<file path="src/rtl/uart_tx_engine_if.sv">
// Connection bundle between the UART CSR block (master) and the transmit engine (slave).
// Carries the CSR-supplied frame settings, the tx_start clear pulse and the line status back.
interface uart_tx_engine_if;
  logic [31:0] i_clks_per_bit;
  logic [7:0]  i_tx_data;
  logic        i_tx_start;
  logic        i_irq_en;
  logic        o_tx_start_clear;
  logic        o_tx;
  logic        o_busy;
  logic        o_irq;

  modport master (
    output i_clks_per_bit, i_tx_data, i_tx_start, i_irq_en,
    input  o_tx_start_clear, o_tx, o_busy, o_irq
  );

  modport slave (
    input  i_clks_per_bit, i_tx_data, i_tx_start, i_irq_en,
    output o_tx_start_clear, o_tx, o_busy, o_irq
  );
endinterface

</file>
<file path="src/rtl/uart_tx_engine.sv">
// 8N1 UART transmitter, LSB first. Frame settings are latched when a frame starts and
// stay fixed until it ends; every output comes straight from a flop.
//
//  state    | meaning
//  ---------+-------------------------------------------------------------
//  ST_IDLE  | line high, waiting for tx_start
//  ST_START | start bit (line low) for one bit period
//  ST_DATA  | eight data bits, LSB first, one bit period each
//  ST_STOP  | stop bit (line high); irq pulse on its final cycle
module uart_tx_engine #(
  parameter int DATA_BITS = 8,
  parameter int MIN_DIV   = 2
) (
  input  logic              i_clk,
  input  logic              i_rst,
  uart_tx_engine_if.slave   bus
);

  localparam int BIT_W = $clog2(DATA_BITS);

  localparam logic [1:0] ST_IDLE  = 2'd0;
  localparam logic [1:0] ST_START = 2'd1;
  localparam logic [1:0] ST_DATA  = 2'd2;
  localparam logic [1:0] ST_STOP  = 2'd3;

  localparam logic [31:0]      MIN_DIV_W = 32'(MIN_DIV);
  localparam logic [BIT_W-1:0] LAST_BIT  = BIT_W'(DATA_BITS - 1);

  logic [1:0]           state_q, state_d;
  logic [31:0]          cnt_q, cnt_d;
  logic [31:0]          div_q, div_d;
  logic [BIT_W-1:0]     bit_q, bit_d;
  logic [DATA_BITS-1:0] shift_q, shift_d;
  logic                 tx_q, tx_d;
  logic                 busy_q, busy_d;
  logic                 clear_q, clear_d;
  logic                 irq_q, irq_d;

  logic                 bit_end;
  logic [31:0]          div_clamped;

  assign div_clamped = (bus.i_clks_per_bit < MIN_DIV_W) ? MIN_DIV_W : bus.i_clks_per_bit;
  // div_q is never below MIN_DIV outside IDLE, so div_q-1 cannot wrap when it matters.
  assign bit_end     = (cnt_q == (div_q - 32'd1));

  always_comb begin
    state_d = state_q;
    cnt_d   = cnt_q;
    div_d   = div_q;
    bit_d   = bit_q;
    shift_d = shift_q;
    clear_d = 1'b0;

    case (state_q)
      ST_IDLE: begin
        if (bus.i_tx_start) begin
          state_d = ST_START;
          shift_d = bus.i_tx_data;
          div_d   = div_clamped;
          cnt_d   = 32'd0;
          bit_d   = '0;
          clear_d = 1'b1;
        end
      end
      ST_START: begin
        if (bit_end) begin
          cnt_d   = 32'd0;
          bit_d   = '0;
          state_d = ST_DATA;
        end else begin
          cnt_d = cnt_q + 32'd1;
        end
      end
      ST_DATA: begin
        if (bit_end) begin
          cnt_d   = 32'd0;
          shift_d = shift_q >> 1;
          if (bit_q == LAST_BIT) begin
            state_d = ST_STOP;
          end else begin
            bit_d = bit_q + 1'b1;
          end
        end else begin
          cnt_d = cnt_q + 32'd1;
        end
      end
      ST_STOP: begin
        if (bit_end) begin
          cnt_d   = 32'd0;
          state_d = ST_IDLE;
        end else begin
          cnt_d = cnt_q + 32'd1;
        end
      end
      default: begin
        state_d = ST_IDLE;
        cnt_d   = 32'd0;
      end
    endcase
  end

  // Outputs are decoded from the next state so the registered line lines up with the state.
  always_comb begin
    busy_d = (state_d != ST_IDLE);
    case (state_d)
      ST_START: tx_d = 1'b0;
      ST_DATA:  tx_d = shift_d[0];
      default:  tx_d = 1'b1;
    endcase
    irq_d = bus.i_irq_en && (state_d == ST_STOP) && (cnt_d == (div_d - 32'd1));
  end

  always_ff @(posedge i_clk) begin
    if (i_rst) begin
      state_q <= ST_IDLE;
      cnt_q   <= 32'd0;
      div_q   <= 32'd0;
      bit_q   <= '0;
      shift_q <= '0;
      tx_q    <= 1'b1;
      busy_q  <= 1'b0;
      clear_q <= 1'b0;
      irq_q   <= 1'b0;
    end else begin
      state_q <= state_d;
      cnt_q   <= cnt_d;
      div_q   <= div_d;
      bit_q   <= bit_d;
      shift_q <= shift_d;
      tx_q    <= tx_d;
      busy_q  <= busy_d;
      clear_q <= clear_d;
      irq_q   <= irq_d;
    end
  end

  assign bus.o_tx             = tx_q;
  assign bus.o_busy           = busy_q;
  assign bus.o_tx_start_clear = clear_q;
  assign bus.o_irq            = irq_q;

endmodule

</file>
<file path="src/flat_wrapper.sv">
// flat-port wrapper written by rule: the top's interface ports become plain ports
module uart_tx_engine_flat 
#(
  parameter int DATA_BITS = 8,
  parameter int MIN_DIV   = 2
)
  (i_clk, i_rst, bus_i_clks_per_bit, bus_i_tx_data, bus_i_tx_start, bus_i_irq_en, bus_o_tx_start_clear, bus_o_tx, bus_o_busy, bus_o_irq);
  uart_tx_engine_if bus_i ();
  input  logic i_clk;
  input  logic i_rst;
  input wire logic [$bits(bus_i.i_clks_per_bit)-1:0] bus_i_clks_per_bit;
  input wire logic [$bits(bus_i.i_tx_data)-1:0] bus_i_tx_data;
  input wire logic [$bits(bus_i.i_tx_start)-1:0] bus_i_tx_start;
  input wire logic [$bits(bus_i.i_irq_en)-1:0] bus_i_irq_en;
  output wire logic [$bits(bus_i.o_tx_start_clear)-1:0] bus_o_tx_start_clear;
  output wire logic [$bits(bus_i.o_tx)-1:0] bus_o_tx;
  output wire logic [$bits(bus_i.o_busy)-1:0] bus_o_busy;
  output wire logic [$bits(bus_i.o_irq)-1:0] bus_o_irq;
  assign bus_i.i_clks_per_bit = bus_i_clks_per_bit;
  assign bus_i.i_tx_data = bus_i_tx_data;
  assign bus_i.i_tx_start = bus_i_tx_start;
  assign bus_i.i_irq_en = bus_i_irq_en;
  assign bus_o_tx_start_clear = bus_i.o_tx_start_clear;
  assign bus_o_tx = bus_i.o_tx;
  assign bus_o_busy = bus_i.o_busy;
  assign bus_o_irq = bus_i.o_irq;
  uart_tx_engine #(.DATA_BITS(DATA_BITS), .MIN_DIV(MIN_DIV)) u_core (.i_clk(i_clk), .i_rst(i_rst), .bus(bus_i));
endmodule
</file>
<file path="config.mk">
export PLATFORM = sky130hd
export DESIGN_NAME = uart_tx_engine_flat
export DESIGN_NICKNAME = d
export VERILOG_FILES = /design/src/rtl/uart_tx_engine_if.sv /design/src/rtl/uart_tx_engine.sv /design/src/flat_wrapper.sv
export SDC_FILE = /design/constraint.sdc
export NUM_CORES = 1
export LEC_CHECK = 0
export ABC_AREA = 1
export ABC_CLOCK_PERIOD_IN_PS = 3900
export CORE_ASPECT_RATIO = 1.1
export CORE_MARGIN = 5
export CORE_UTILIZATION = 60
export CTS_CLUSTER_DIAMETER = 30
export DETAILED_ROUTE_END_ITERATION = 10
export HOLD_SLACK_MARGIN = 0.06
export PLACE_DENSITY = 0.81
export SYNTH_ARGS = -nofsm -noshare
export SYNTH_HDL_FRONTEND = slang
export SYNTH_SLANG_ARGS = --single-unit
</file>
<file path="constraint.sdc">
create_clock -name i_clk -period 3.9 [get_ports i_clk]
set_clock_uncertainty 0.1 [all_clocks]
set_input_delay 0.39 -clock i_clk [delete_from_list [all_inputs] [get_ports i_clk]]
set_output_delay 0.39 -clock i_clk [all_outputs]
set_load 0.005 [all_outputs]
</file>
* Word level (Yosys, flattened, before mapping) *
Cells that the tools add are included.

storage, ports and cells
  register bits = 81
  bits of input ports = 44
  word-level logic and storage cells = 61

operators by class
  add/sub/neg operators = 4
  order comparisons = 1
  eq/ne operators = 13
  multiplexer cells = 22
  bitwise logic cells = 1
  reductions and logical operators = 10

operator list
  operator                                                     number
  two-way mux 32 bit                                           5
  == test 32 bit                                               2
  case mux 32 bit (2 select lines)                             1
  subtractor 32 x 1 -> 32 bit, second input constant           2
  adder 32 x 1 -> 32 bit, second input constant                1
  less-than comparator 32 x 2 -> 1 bit, second input constant  1
  two-way mux 8 bit                                            2
  case mux 8 bit (2 select lines)                              1
  two-way mux 3 bit                                            4
  two-way mux 2 bit                                            5
  case mux 3 bit (3 select lines)                              1
  == test 2 bit, second input constant                         4
  case mux 2 bit (4 select lines)                              1
  AND reduction 5 bit                                          1
  == test 2 x 1 -> 1 bit, second input constant                2
  != test 2 x 1 -> 1 bit, second input constant                2
  != test 2 bit, second input constant                         2
  nonzero test 2 bit                                           2
  adder 3 x 1 -> 3 bit, second input constant                  1
  == test 3 bit, second input constant                         1
  AND reduction 3 bit                                          1
  nonzero test 3 bit                                           1
  OR reduction 3 bit                                           1
  logical AND 1 bit                                            2
  other kinds (5)                                              5

* Logic depth before layout (Yosys ltp) *
Gate-level depths: netlist of run 1.

  depth after elaboration = 7
  gate-level depth with buffers = 25
  depth with buffers taken out = 25

* Least setup slack after synthesis of run 1 *
Ideal clock, no wire load.

  path type = reg2reg
  start = register u_core.state_q[1]
  end = register u_core.irq_q, in the netlist u_core.bus.o_irq
  arrival time = 2,571 ps
  path slack = 1,165 ps
  stages on the path, launching flop included = 20
  buffers on the path = 1
  period minus slack after synthesis = 2,735 ps
  cell sequence = dfxtp_1 -> nor2_4 -> nand2_2 -> buf_6 -> clkinv_1 -> nand2_1 -> o22ai_2 -> inv_1 -> ha_1 -> nand2_1 -> nor2_4 -> nand4_2 -> nor2_2 -> nand2_1 -> xor2_1 -> nand3b_1 -> nand2_1 -> nor2_1 -> nand4_1 -> nor2_1

between the ends
  cells in the longest elaborated chain, start to end = 6

ends and longest elaborated chain
  element                                                              line                   source
  start: declaration                                                   uart_tx_engine.sv:29   logic [1:0] state_q, state_d;
  start signal: assignment                                             uart_tx_engine.sv:125  state_q <= state_d;
  branches (longest 5 deep; another with subtractor 32 x 1 -> 32 bit)  --
  logical AND 1 bit *                                                  uart_tx_engine.sv:110  irq_d = bus.i_irq_en && (state_d == ST_STOP) && (cnt_d == (div_d - 32'd1));
  end signal: assignment                                               uart_tx_engine.sv:133  irq_q <= irq_d;
  end: declaration                                                     uart_tx_engine.sv:37   logic irq_q, irq_d;

Every way passes the cells marked *.
A chain may end at the register's enable or synchronous reset.

* Worst setup path in the final report of run 1 *
  start = register u_core.div_q[1]
  end = register u_core.irq_q, in the netlist u_core.bus.o_irq

between the ends
  cells in the longest elaborated chain, start to end = 7

ends and longest elaborated chain
  element                                                              line                   source
  start: declaration                                                   uart_tx_engine.sv:31   logic [31:0] div_q, div_d;
  start signal: assignment                                             uart_tx_engine.sv:127  div_q <= div_d;
  branches (longest 6 deep; another with subtractor 32 x 1 -> 32 bit)  --
  logical AND 1 bit *                                                  uart_tx_engine.sv:110

Marked as above.

==> results of run 1 <==
## critical path: cells and delay by family, from the launching register on
family | cells | cell delay, ps
AO/OA/AOI/OAI | 1 | 180
buffers and inverters | 1 | 40
AND/OR/NAND/NOR | 19 | 2720
flip-flops | 1 | 310
## cell type report
type                    count  area share
clock buffers              12      0.0313
clock inverters             4     0.00917
inverters                 172      0.0789
multi-input cells         960       0.594
flip-flops and latches     81       0.198
well taps                 154      0.0235
repair buffers             54      0.0648
## cells in the final DEF, fill, tap and decap left out, types with 12 or more instances in the layout
master / instances
sky130_fd_sc_hd__dfxtp_1: 81
sky130_fd_sc_hd__clkdlybuf4s50_1: 46
sky130_fd_sc_hd__a21oi_1: 41
sky130_fd_sc_hd__nand4_1: 32
sky130_fd_sc_hd__nor3_1: 18
sky130_fd_sc_hd__xor2_1: 46
sky130_fd_sc_hd__nand2_1: 394
sky130_fd_sc_hd__nand3b_1: 18
sky130_fd_sc_hd__inv_1: 161
sky130_fd_sc_hd__nand3_1: 81
sky130_fd_sc_hd__nor2_1: 178
sky130_fd_sc_hd__nor2_2: 15
sky130_fd_sc_hd__o21ai_1: 12
sky130_fd_sc_hd__xnor2_1: 23
## power groups by stage
| stage | sequential, mW | combinational (mW) | clock [mW] |
|---|---|---|---|
| global route | 0.910 | 0.915 | 0.986 |
| finish | 0.908 | 0.824 | 0.945 |
| CTS | 0.905 | 0.812 | 0.951 |
| floorplan | 0.905 | 0.601 | 0 |
| global placement | 0.923 | 0.794 | 0 |
| detailed placement | 0.923 | 0.806 | 0 |
## kinds of logic (layout without fill, tap and decap cells)
logic type                 after synthesis  in the layout  synth area share
buffers and inverters                  205            242             0.114
and+or+nand+nor                        783            783             0.481
adders and majority gates                5              5           0.00856
DFF                                     81             81             0.222
AOI/OAI and AO/OA                      101            101            0.0870
xor gates and xnor gates                71             71            0.0880
## what timing repair did
action,CTS,global route
setup buffers,0,0
resized for setup,0,1
endpoints found under the setup margin,0,1
## per-layer routing
metal	up-vias	routed length (um)	track usage
li1	3985	-	-
met1	3572	8920	0.398
met2	384	10500	0.509
met3	66	2110	0.0561
met4	0	943	0.136
met5	-	0	0
## registers in the layout, indices dropped and copies added, names as in the netlist
register and count:
u_core.bus.o_irq 1, u_core.bit_q 3, u_core.state_q 2, u_core.shift_q 8
u_core.div_q 32, u_core.bus.o_tx 1, u_core.cnt_q 32, u_core.bus.o_tx_start_clear 1
u_core.bus.o_busy 1
## path summary, 6_finish.rpt
| path | depth (start not counted) | slack [ps] | end | from |
|---|---|---|---|---|
| setup / recovery | 21 | 470 | u_core.bus.o_irq | u_core.div_q[1] |
| hold / removal | 2 | 140 | u_core.state_q[1] | i_rst |
| hold reg to reg | 2 | 370 | u_core.bit_q[2] | u_core.bit_q[2] |
| setup reg to reg | 21 | 470 | u_core.bus.o_irq | u_core.div_q[1] |
## through the flow
stage               setup slack, ps  instance area, um2   util  power, mW
global route                    159                8180  0.683       2.81
global placement                295                7850  0.655       1.72
finish                          471                8180  0.683       2.68
detailed placement              228                7850  0.655       1.73
floorplan                      1170                7310      -       1.51
CTS                             199                8180  0.683       2.67
==> flow_summary.html, run 1 <==
<table>
<tr><th>Metric</th><th>Value</th></tr>
<tr><th colspan="2">Placed design</th></tr>
<tr><td>Global placement routability congestion</td><td>1.04</td></tr>
<tr><td>PortBufs</td><td>between 40 and 50</td></tr>
<tr><td>Placed insts</td><td>between 1000 and 1500</td></tr>
<tr><td>HPWL Detailed</td><td>17.7 mm</td></tr>
<tr><th colspan="2">Floorplan</th></tr>
<tr><td>Initial Util</td><td>0.610</td></tr>
<tr><td>Core area</td><td>approximately 0.012 mm2</td></tr>
<tr><td>Number of placed I/O pins</td><td>48</td></tr>
<tr><td>Total Die Area</td><td>between 0.01 and 0.015 mm2</td></tr>
<tr><td>Overall die width</td><td>about 120 um</td></tr>
<tr><td>Cell row count</td><td>42</td></tr>
<tr><td>Die height</td><td>between 100 and 150 um</td></tr>
<tr><th colspan="2">STA</th></tr>
<tr><td>Final slew viol count</td><td>0</td></tr>
<tr><td>Final Hold Fails</td><td>0</td></tr>
<tr><td>Least-Margin Pin Slew</td><td>~850 ps</td></tr>
<tr><td>Max Clock Freq</td><td>about 300 MHz</td></tr>
<tr><td>Slew Limit Headroom</td><td>0.433</td></tr>
<tr><td>Unrepaired setup endpoints after global routing</td><td>false</td></tr>
<tr><td>Final Cycle Share</td><td>0.879</td></tr>
<tr><td>Minimum clock period</td><td>3430 ps</td></tr>
<tr><td>Final hold slack</td><td>about 140 ps</td></tr>
<tr><td>Final setup TNS</td><td>0 ps</td></tr>
<tr><td>Total of endpoints with negative setup slack in the final report</td><td>0</td></tr>
<tr><th colspan="2">Power</th></tr>
<tr><td>Relative contribution of combinational cells to total power</td><td>0.308</td></tr>
<tr><td>Clock power frac</td><td>0.353</td></tr>
<tr><td>Cell Int Power</td><td>roughly 1.7 mW</td></tr>
<tr><td>Switching share of power</td><td>0.351</td></tr>
<tr><td>Peak VDD IR</td><td>between 200 and 300 uV</td></tr>
<tr><td>Net Switching</td><td>around 940 uW</td></tr>
<tr><td>Reg power frac</td><td>0.339</td></tr>
<tr><td>Leakage power total</td><td>4.00 nW</td></tr>
<tr><td>Power density over the cells</td><td>approximately 330 mW/mm2</td></tr>
<tr><th colspan="2">Worst hold path</th></tr>
<tr><td>Worst hold-check path type</td><td>in -&gt; reg</td></tr>
<tr><th colspan="2">Synthesis</th></tr>
<tr><td>Number of warnings reported in the yosys synthesis log</td><td>0</td></tr>
<tr><td>Top-count cell post-synth</td><td>sky130_fd_sc_hd__nand2_1</td></tr>
<tr><td>Synth top cells by count</td><td>sky130_fd_sc_hd__nand2_1, sky130_fd_sc_hd__nor2_1, sky130_fd_sc_hd__inv_1</td></tr>
<tr><td>Main area contributors after synthesis</td><td>sky130_fd_sc_hd__dfxtp_1, sky130_fd_sc_hd__nand2_1, sky130_fd_sc_hd__nor2_1, sky130_fd_sc_hd__inv_1, sky130_fd_sc_hd__nand3_1</td></tr>
<tr><td>Predominant post-synthesis flop cell</td><td>sky130_fd_sc_hd__dfxtp_1</td></tr>
<tr><td>EDFF count, synth</td><td>0</td></tr>
<tr><td>Async set-reset flop share out of synthesis</td><td>0</td></tr>
<tr><td>#FFs+latches synth</td><td>a little over 80</td></tr>
<tr><td>Seq/Total Area, Yosys</td><td>0.222</td></tr>
<tr><td>Synth Area per Inst</td><td>5.86 um2</td></tr>
<tr><td>Netlist area before placement</td><td>around 0.0073 mm2</td></tr>
<tr><td>Area share of the largest cell type after synthesis</td><td>0.222</td></tr>
<tr><td>Post-synthesis instance total</td><td>around 1200</td></tr>
<tr><td>Top cell type by total area after synthesis</td><td>sky130_fd_sc_hd__dfxtp_1</td></tr>
<tr><td>Post-synth net total</td><td>1295</td></tr>
<tr><td>Unique masters post-synth</td><td>50</td></tr>
<tr><th colspan="2">Detailed routing</th></tr>
<tr><td>Average wire length per cell after detail routing</td><td>between 15 and 20 um</td></tr>
<tr><td>Number of design rule violations left after detail routing</td><td>0</td></tr>
<tr><td>Via count</td><td>between 8000 and 9000</td></tr>
<tr><td>Starting DRT DRC Count</td><td>633</td></tr>
<tr><td>Overall routed net length</td><td>approximately 22 mm</td></tr>
<tr><td>Via/cell ratio</td><td>5.57</td></tr>
<tr><td>Final antenna-violating net count</td><td>0</td></tr>
<tr><td>Router iterations before antenna repair</td><td>7</td></tr>
<tr><th colspan="2">Cells and area</th></tr>
<tr><td>Area of all sequential standard cells</td><td>about 0.0016 mm2</td></tr>
<tr><td>Multi-input combinational cell area</td><td>0.00486 mm2</td></tr>
<tr><td>FILL cells</td><td>1105</td></tr>
<tr><td>Antenna diode instance count</td><td>0</td></tr>
<tr><td>Final layout net count</td><td>1327</td></tr>
<tr><td>Area Overhead vs Synth</td><td>12.0%</td></tr>
<tr><td>Proportion of layout cells with a drive suffix above 1</td><td>0.0740</td></tr>
<tr><td>Non-filler instance count after layout</td><td>around 1400</td></tr>
<tr><th colspan="2">Outcome</th></tr>
<tr><td>Run status</td><td>finished, final reports clean</td></tr>
<tr><th colspan="2">Critical path</th></tr>
<tr><td>Critical path class</td><td>reg -&gt; reg</td></tr>
<tr><td>Maximum single-stage delay on the critical path</td><td>450 ps</td></tr>
<tr><td>Most repeated library cell on the critical path</td><td>sky130_fd_sc_hd__nand2_1</td></tr>
<tr><td>Standard cell with the maximum stage delay on the critical path</td><td>sky130_fd_sc_hd__nor2_2</td></tr>
<tr><td>Critical-path maximum fanout</td><td>25</td></tr>
<tr><td>Kind of start point of the critical path</td><td>flop</td></tr>
<tr><td>Data arrival time at the worst-slack endpoint</td><td>3610 ps</td></tr>
<tr><td>Required time of the critical path</td><td>approximately 4100 ps</td></tr>
<tr><td>Ordered list of cells on the worst path</td><td>nor2_1 &gt; nand2_1 &gt; nor2_2 &gt; nand2_1 &gt; o21bai_1 &gt; nand2_1 &gt; nand2_1 &gt; inv_1 &gt; nand2_1 &gt; nor2_2 &gt; nand2_4 &gt; nand2_1 &gt; nand2_1 &gt; nand2_1 &gt; nand2_1 &gt; nand2_1 &gt; nor2_1 &gt; nand2_1 &gt; nor2_1 &gt; nand3_1 &gt; nor2_1</td></tr>
<tr><td>Capturing element type of the critical path</td><td>flop</td></tr>
<tr><th colspan="2">Clocking</th></tr>
<tr><td>Master cell of the clock root buffer</td><td>sky130_fd_sc_hd__clkbuf_16</td></tr>
<tr><td>Clock Latency Late Sink</td><td>approximately 340 ps</td></tr>
<tr><td>Clock transition at the registers of the reported paths</td><td>around 60 ps</td></tr>
<tr><td>Number of CTS-inserted buffers</td><td>9</td></tr>
<tr><td>H-tree depth reported by CTS</td><td>3</td></tr>
<tr><td>CTS Buffer Depth</td><td>2</td></tr>
<tr><td>CTS tree</td><td>done</td></tr>
<tr><td>Sink Count</td><td>81</td></tr>
<tr><td>Hold buffers post-CTS</td><td>0</td></tr>
<tr><th colspan="2">GRT</th></tr>
<tr><td>Combined global-route utilization of all metal layers</td><td>0.311</td></tr>
<tr><td>Largest net degree at the start of global routing</td><td>between 70 and 80</td></tr>
<tr><td>First-pass GRT wire length</td><td>roughly 36 mm</td></tr>
<tr><td>Total grt overflow</td><td>0</td></tr>
<tr><td>Via count of the first global-routing pass</td><td>~7400</td></tr>
<tr><td>Antenna violations before repair</td><td>0</td></tr>
<tr><th colspan="2">Flow run</th></tr>
<tr><td>Max cap viols</td><td>0</td></tr>
</table>
(Power assumes the default switching activity.)
==> inputs of run 2 (changes only) <==
--- a/config.mk
+++ b/config.mk
@@ -10,10 +10,11 @@
 export CORE_ASPECT_RATIO = 1.1
 export CORE_MARGIN = 5
 export CORE_UTILIZATION = 60
-export CTS_CLUSTER_DIAMETER = 30
+export CTS_CLUSTER_DIAMETER = 100
 export DETAILED_ROUTE_END_ITERATION = 10
 export HOLD_SLACK_MARGIN = 0.06
 export PLACE_DENSITY = 0.81
+export SLEW_MARGIN = 5
 export SYNTH_ARGS = -nofsm -noshare
 export SYNTH_HDL_FRONTEND = slang
 export SYNTH_SLANG_ARGS = --single-unit
==> results of run 2 <==
The final DEF is identical to that of run 1; final timing and power are the same.
